<file path="src/rtl/miniled_serial_rx_pkg.sv">
// Shared widths, scan row codes and row-FSM states
// for the MiniLED serial receive checker.
package miniled_serial_rx_pkg;

  localparam int DATA_W_D = 16;
  localparam int CNT_W_D  = 8;
  localparam int GCNT_W_D = 16;

  localparam logic [3:0] SCAN_ROW0 = 4'b0001;
  localparam logic [3:0] SCAN_ROW1 = 4'b0010;
  localparam logic [3:0] SCAN_ROW2 = 4'b0100;
  localparam logic [3:0] SCAN_ROW3 = 4'b1000;

  typedef enum logic {
    ROW_IDLE   = 1'b0,
    ROW_ACTIVE = 1'b1
  } row_st_e;

  // Non-one-hot patterns encode to row 0.
  function automatic logic [1:0] scan_enc(
    input logic [3:0] p
  );
    case (p)
      SCAN_ROW0: return 2'd0;
      SCAN_ROW1: return 2'd1;
      SCAN_ROW2: return 2'd2;
      SCAN_ROW3: return 2'd3;
      default:   return 2'd0;
    endcase
  endfunction

  function automatic logic scan_onehot(
    input logic [3:0] p
  );
    return (p != 4'd0) &&
           ((p & (p - 4'd1)) == 4'd0);
  endfunction

endpackage

</file>
<file path="src/rtl/miniled_sync_edge.sv">
// 2-FF synchronizer, delay register and registered rise detect.
// Ports: I_clk, I_rst, I_d (async in), O_level (delayed sync), O_rise.
module miniled_sync_edge (
  input  logic I_clk,
  input  logic I_rst,
  input  logic I_d,
  output logic O_level,
  output logic O_rise
);

  logic s1;
  logic s2;

  // O_level and O_rise change on the same edge, so a data
  // line synced here lines up with its clock's rise event.
  always_ff @(posedge I_clk or posedge I_rst) begin
    if (I_rst) begin
      s1      <= 1'b0;
      s2      <= 1'b0;
      O_level <= 1'b0;
      O_rise  <= 1'b0;
    end else begin
      s1      <= I_d;
      s2      <= s1;
      O_level <= s2;
      O_rise  <= s2 & ~O_level;
    end
  end

endmodule

</file>
<file path="src/rtl/miniled_serial_rx.sv">
// MiniLED serial interface receiver: deserializes SDI on DCLK, latches on LE,
// counts GCLK per scan row. Outputs: word/valid/bitcnt/len_err, row report.
module miniled_serial_rx
  import miniled_serial_rx_pkg::*;
#(
  parameter int DATA_W = DATA_W_D,
  parameter int CNT_W  = CNT_W_D,
  parameter int GCNT_W = GCNT_W_D
) (
  input  logic              I_clk,
  input  logic              I_rst,
  input  logic              I_le,
  input  logic              I_dclk,
  input  logic              I_sdi,
  input  logic              I_gclk,
  input  logic [3:0]        I_scan,
  output logic [DATA_W-1:0] O_data,
  output logic              O_valid,
  output logic [CNT_W-1:0]  O_bitcnt,
  output logic              O_len_err,
  output logic [1:0]        O_row,
  output logic [GCNT_W-1:0] O_gclk_cnt,
  output logic              O_row_valid,
  output logic              O_row_err
);

  localparam logic [CNT_W-1:0] LEN_OK = CNT_W'(DATA_W);

  logic le_rise, dclk_rise, gclk_rise;
  logic le_lvl, dclk_lvl, gclk_lvl;
  logic sdi_lvl, sdi_rise;
  logic unused_ok;

  miniled_sync_edge u_le (
    .I_clk(I_clk), .I_rst(I_rst), .I_d(I_le),
    .O_level(le_lvl), .O_rise(le_rise));
  miniled_sync_edge u_dclk (
    .I_clk(I_clk), .I_rst(I_rst), .I_d(I_dclk),
    .O_level(dclk_lvl), .O_rise(dclk_rise));
  miniled_sync_edge u_sdi (
    .I_clk(I_clk), .I_rst(I_rst), .I_d(I_sdi),
    .O_level(sdi_lvl), .O_rise(sdi_rise));
  miniled_sync_edge u_gclk (
    .I_clk(I_clk), .I_rst(I_rst), .I_d(I_gclk),
    .O_level(gclk_lvl), .O_rise(gclk_rise));

  assign unused_ok = ^{le_lvl, dclk_lvl, gclk_lvl, sdi_rise};

  // Scan bus: same depth as the 1-bit paths so that a
  // change event coincides with GCLK events of that cycle.
  logic [3:0] sc1, sc2, sc_d, sc_prev, sc_cur;
  logic       sc_chg;

  always_ff @(posedge I_clk or posedge I_rst) begin
    if (I_rst) begin
      sc1     <= '0;
      sc2     <= '0;
      sc_d    <= '0;
      sc_prev <= '0;
      sc_cur  <= '0;
      sc_chg  <= 1'b0;
    end else begin
      sc1     <= I_scan;
      sc2     <= sc1;
      sc_d    <= sc2;
      sc_prev <= sc_d;
      sc_cur  <= sc2;
      sc_chg  <= (sc2 != sc_d);
    end
  end

  logic [DATA_W-1:0] shift, shift_nx;
  logic [CNT_W-1:0]  bitcnt, bitcnt_nx;

  // Shift first so a coincident LE latches the new bit.
  always_comb begin
    shift_nx  = shift;
    bitcnt_nx = bitcnt;
    if (dclk_rise) begin
      shift_nx = {shift[DATA_W-2:0], sdi_lvl};
      if (bitcnt != '1)
        bitcnt_nx = bitcnt + CNT_W'(1);
    end
  end

  always_ff @(posedge I_clk or posedge I_rst) begin
    if (I_rst) begin
      shift     <= '0;
      bitcnt    <= '0;
      O_data    <= '0;
      O_bitcnt  <= '0;
      O_len_err <= 1'b0;
      O_valid   <= 1'b0;
    end else begin
      shift   <= shift_nx;
      O_valid <= le_rise;
      if (le_rise) begin
        O_data    <= shift_nx;
        O_bitcnt  <= bitcnt_nx;
        O_len_err <= (bitcnt_nx != LEN_OK);
        bitcnt    <= '0;
      end else begin
        bitcnt <= bitcnt_nx;
      end
    end
  end

  row_st_e           state;
  logic [GCNT_W-1:0] gcnt, gcnt_inc;

  always_comb begin
    gcnt_inc = gcnt;
    if (gclk_rise && (gcnt != '1))
      gcnt_inc = gcnt + GCNT_W'(1);
  end

  // A GCLK edge coincident with a row change belongs
  // to the new row.
  always_ff @(posedge I_clk or posedge I_rst) begin
    if (I_rst) begin
      state       <= ROW_IDLE;
      gcnt        <= '0;
      O_row       <= '0;
      O_gclk_cnt  <= '0;
      O_row_err   <= 1'b0;
      O_row_valid <= 1'b0;
    end else begin
      O_row_valid <= 1'b0;
      if (sc_chg)
        gcnt <= gclk_rise ? GCNT_W'(1) : '0;
      else
        gcnt <= gcnt_inc;
      unique case (state)
        ROW_IDLE: begin
          if (sc_cur != 4'd0)
            state <= ROW_ACTIVE;
        end
        ROW_ACTIVE: begin
          if (sc_chg) begin
            O_row       <= scan_enc(sc_prev);
            O_gclk_cnt  <= gcnt;
            O_row_err   <= ~scan_onehot(sc_prev);
            O_row_valid <= 1'b1;
          end
        end
      endcase
    end
  end

endmodule

</file>
<file path="config.mk">
export PLATFORM = sky130hd
export DESIGN_NAME = miniled_serial_rx
export DESIGN_NICKNAME = d
export VERILOG_FILES = /design/src/rtl/miniled_serial_rx_pkg.sv /design/src/rtl/miniled_sync_edge.sv /design/src/rtl/miniled_serial_rx.sv
export SDC_FILE = /design/constraint.sdc
export NUM_CORES = 1
export LEC_CHECK = 0
export BUFFER_PORTS_ARGS = -buffer_cell sky130_fd_sc_hd__buf_4
export CORE_ASPECT_RATIO = 0.7
export CORE_MARGIN = 2
export CORE_UTILIZATION = 54
export CTS_BUF_LIST = sky130_fd_sc_hd__clkbuf_8
export CTS_CLUSTER_SIZE = 30
export DETAILED_ROUTE_END_ITERATION = 8
export MAX_ROUTING_LAYER = met4
export PLACE_DENSITY = 0.78
export REMOVE_ABC_BUFFERS = 1
export SYNTH_ARGS = -nofsm -noshare
export SYNTH_HDL_FRONTEND = slang
export SYNTH_HIERARCHICAL = 1
export SYNTH_SLANG_ARGS = --single-unit
</file>
<file path="constraint.sdc">
create_clock -name I_clk -period 3 [get_ports I_clk]
set_input_delay 0.3 -clock I_clk [delete_from_list [all_inputs] [get_ports I_clk]]
set_output_delay 0.3 -clock I_clk [all_outputs]
set_load 0.01 [all_outputs]
</file>
# == After elaboration in Yosys (flattened, before gate mapping) ==
# Cells that the tools add are included.
# Widths: inputs -> output; s select.
# word_totals
regBits,119
output_inout_bits,46
word_cells,69
# op_classes
reduce_logical,7
n_eq_ne,7
addsub,3
n_bitwise,8
n_mux,12
# ops
operator,n
$mux 16,3
$mux 8,3
$add 16x1->16 const B,1
$ne 16x16->1 const B,1
$add 8x1->8 const B,1
$ne 8x5->1 const B,1
$ne 8x8->1 const B,1
$reduce_bool 4->1,2
$pmux 2 s3,1
$mux 1,5
$and 4x4->4,1
$eq 4x2->1 const B,1
$eq 4x3->1 const B,1
$eq 4x4->1 const B,1
$logic_not 4->1,1
$ne 4x4->1,1
$not 1->1,4
$sub 4x1->4 const B,1
$and 1x1->1,3
$logic_and 1x1->1,2
$reduce_and 2->1,1
$reduce_bool 2->1,1

# == Logic depth before layout (Yosys ltp) ==
# depth
depth_word,5
ltp_mapped,6

# == Modules after synthesis ==
# The synthesis kept the hierarchy.
# by_module_without_submodules
mod,cells_each,instances,seq_area_each_um2,area_per_inst_um2
miniled_serial_rx,325,1,2602.5,4160.2
miniled_sync_edge,6,4,100.1,117.6

# == Worst setup path after synthesis ==
# OpenSTA, ideal clock, no wires.
# synth_path
path_kind,register to register
start,register gcnt[0]
end,register gcnt[1]
stages_incl_launch_ff,7
setup_ps,132
required_ps,2868
arrival_time_ps,1462
period_less_slack_ps,1594
slack_ps,1406
path_cell_list,dfrtp_1 > ha_1 > nand3_1 > nor4_2 > nand2b_1 > mux2i_1 > nor2_1
# synth_via
elab_chain_len,3
elab_cells_between_ends,6
classes_between,add/sub: 1; eq/ne: 1; mux: 2; reduce/logical: 2
# synth_rtl
item,line_no,rtl
from (decl),miniled_serial_rx.sv:109,"logic [GCNT_W-1:0] gcnt, gcnt_inc;"
from (signal assigned),miniled_serial_rx.sv:130,gcnt <= gclk_rise ? GCNT_W'(1) : '0;
from (signal assigned),miniled_serial_rx.sv:132,gcnt <= gcnt_inc;
$add 16x1->16 or $ne 16x16->1 (tied branches),"miniled_serial_rx.sv:114, miniled_serial_rx.sv:113",
$mux 16 or $logic_and 1x1->1 (tied branches),miniled_serial_rx.sv:113,if (gclk_rise && (gcnt != '1))
$mux 16 or $reduce_bool 2->1 (tied branches),n/a,
# Several ways; a longest one is shown, not always the timed one. The select of a mux whose other input is x is not followed.
# A chain may end at the register's enable or synchronous reset.

# == Worst setup path after layout ==
# layout_path
start,register sc_chg
end,register O_row[0]
# layout_via
elab_chain_len,1
# layout_rtl
item,line_no,rtl
from (decl),miniled_serial_rx.sv:52,logic sc_chg;
from (signal assigned),miniled_serial_rx.sv:68,sc_chg <= (sc2 != sc_d);
$reduce_and 2->1 (no source line),n/a,
to (signal assigned),miniled_serial_rx.sv:140,O_row <= scan_enc(sc_prev);
to (decl),miniled_serial_rx.sv:21,"output logic [1:0] O_row,"
# No other way between the ends.

==> out/qor.yml <==
status:
  status: "completed"
timing:
  rsz0062_at_grt: "false"
  finalWorstSetupSlack_ns: 0.8505
  max_freq_mhz: 465.2
  setup_violations: 0
  tns_ns: 0
  worst_pin_slew_ns: 1.066
  fin_crit_ns: 2.150
  slew_headroom: 0.2891
  skew_ns: 0.008846
  final-hold-violation-count: 0
  slew_violations: 0
  finalCritPeriodShare: 0.7165
synth:
  synth_area_um2: 4592
  syn_avg_cell_area_um2: 13.23
  yosys_warnings: 6
  syn_inst: 347
floorplan:
  fp.dieArea_um2: 9269
  die_y_um: 81.15
  fp-row-count: 28
  ios: 56
  core_area_um2: 8338
  start_util: 0.5507
  die_w_um: 114.2
pwr:
  p_clk_frac: 0.369
  switching_share: 0.2498
  p_comb_frac: 0.140
  p_leak_nw: 2.558
  power_per_cell_area_nw_per_um2: 709.7
  peakVddDrop_uv: 563.7
  p_total_w: 0.004004
  pwr-share-seq: 0.491
  p_switching_w: 0.001000
  intPower_w: 0.003004
placed_design:
  dpl_cell_area_um2: 5131
  pre_cts_ws_ns: 0.8714
  io_buffers: 55
  gp_congestion: 0.8126
  dp.cells: 500
  dp_hpwl_mm: 5.256
critical_path:
  cp.arrival_ns: 2.46
  end_kind: "flop"
  regToRegStartpoint: "sc_chg"
  slowest_delay_ns: 0.72
  r2r_slack_ns: 0.85
  critPathBufInv: 0
  cp_top_family: "flip-flops"
  reg2reg_to: "O_row[0]"
  crit_path_top_delay_cell: "dfrtp_1"
  crit_path_start_kind: "flop"
  crit_type: "flop to flop"
  worstPathRequired_ns: 3.31
  worst-r2r-cell-count: 2
  crit_fanout: 26
  path_cells: "nand2_1 -> o41ai_1"
global_route:
  grt-ovfl-total: 0
  grt.total_usage: 0.1971
  grt_pass1_vias: 2834
  antenna_found_initial: 0
  grt_pass1_wl_mm: 13.32
  grt_max_degree: 90
cts:
  cts_tree: "built"
  clock_latency_ns: 0.43
  h-tree-depth: 4
  cts_made_buffers: 17
  root_buffer: "clkbuf_8"
  cts_buffer_depth: 2
  cts.sinks: 119
  clk_pin_slew_ns: 0.07
  post_cts_buffers: 0
finish:
  diodes: 0
  stdcell_count: 541
  areaGrowthSynthToFinish_pct: 22.86
  nets: 435
  final_area_um2: 5642
  layout-drive-gt1-share: 0.3417
routing:
  dr_wl_met2_mm: 3.769
  ant_nets: 0
  wl_mm: 8.024
  wl_met1_mm: 3.729
  drt-pass1-iter-count: 4
  wl_per_cell_um: 14.83
  vias: 2902
  route.met3.wl_um: 339
  drc_errors: 0
  initialDrtViolationCount: 162
  routed_via_density: 5.364
  highest_layer: "met4"
job:
  drv_cap: 0
min_path:
  hold_path_class: "input port to asynchronous set/reset pin"
per-layer routing:
layer / vias up / GRT usage
li1: 1370 / -
met1: 1437 / 0.2569
met2: 77 / 0.2780
met3: 18 / 0.05373
met4: 0 / 0.1195
met5: - / -
worst min-delay path: stages:
cell,delay [ns]
dlygate4sd3_1,0.54
buf_4,0.16
inv_1,0.11
placed cells by master (no fill, tap or decap), types with 7 or more instances in the layout:
master / n
a21oi_1: 11
buf_4: 60
clkbuf_8: 22
dfrtp_1: 119
dlygate4sd3_1: 9
inv_1: 11
mux2_2: 48
nand2_1: 18
nand4_1: 7
nor2_1: 26
o21ai_0: 12
xnor2_1: 17
power groups by stage:
stage	clock (W)	sequential [W]	combinational (W)
after floorplan	0	0.00202	0.000270
after CTS	0.00152	0.00197	0.000573
after global routing	0.00158	0.00200	0.000616
after global placement	0	0.00198	0.000544
after detailed placement	0	0.00199	0.000563
final	0.00148	0.00197	0.000560
how the worst max path moves through the flow:
stage          slack, ns    from  cells past startpoint             end
6_report            0.85  sc_chg                      2        O_row[0]
2_1_floorplan      -0.03   I_rst                      1     O_bitcnt[0]
3_3_place_gp        1.09  sc_chg                      2  O_gclk_cnt[12]
3_5_place_dp        0.87  sc_chg                      2        O_row[0]
4_1_cts             0.89  sc_chg                      2        O_row[0]
5_1_grt             0.66  sc_chg                      2        O_row[0]
layout make-up:
type | count | area, um2
sequential | 119 | 2978
clock inverter | 10 | 117.6
fill | 611 | 2696
tap | 105 | 131.4
clock buffer | 22 | 302.8
inverter | 12 | 47.55
multi-input combinational | 204 | 1524
timing repair buffer | 69 | 540.5
per-stage QoR:
stage	hold WS, ns	utilization
finish	0.3323	0.6766
global route	0.3396	0.6766
CTS	0.2923	0.6766
detailed placement	0.2230	0.6154
global placement	0.2187	0.6154
floorplan	0.05364	-
registers in the layout, indices dropped and copies added, names as in the netlist, 2 cells and up:
signal	count
O_gclk_cnt	16
sc_cur	4
O_row	2
O_bitcnt	8
O_data	16
bitcnt	8
shift	16
sc_prev	4
gcnt	16
sc1	4
sc2	4
what timing repair did:
action                    CTS  global route
hold endpoints to repair   23             0
hold buffers                9             0
gates resized for setup     0             0
Note: power is estimated with default switching activity, not from simulation.
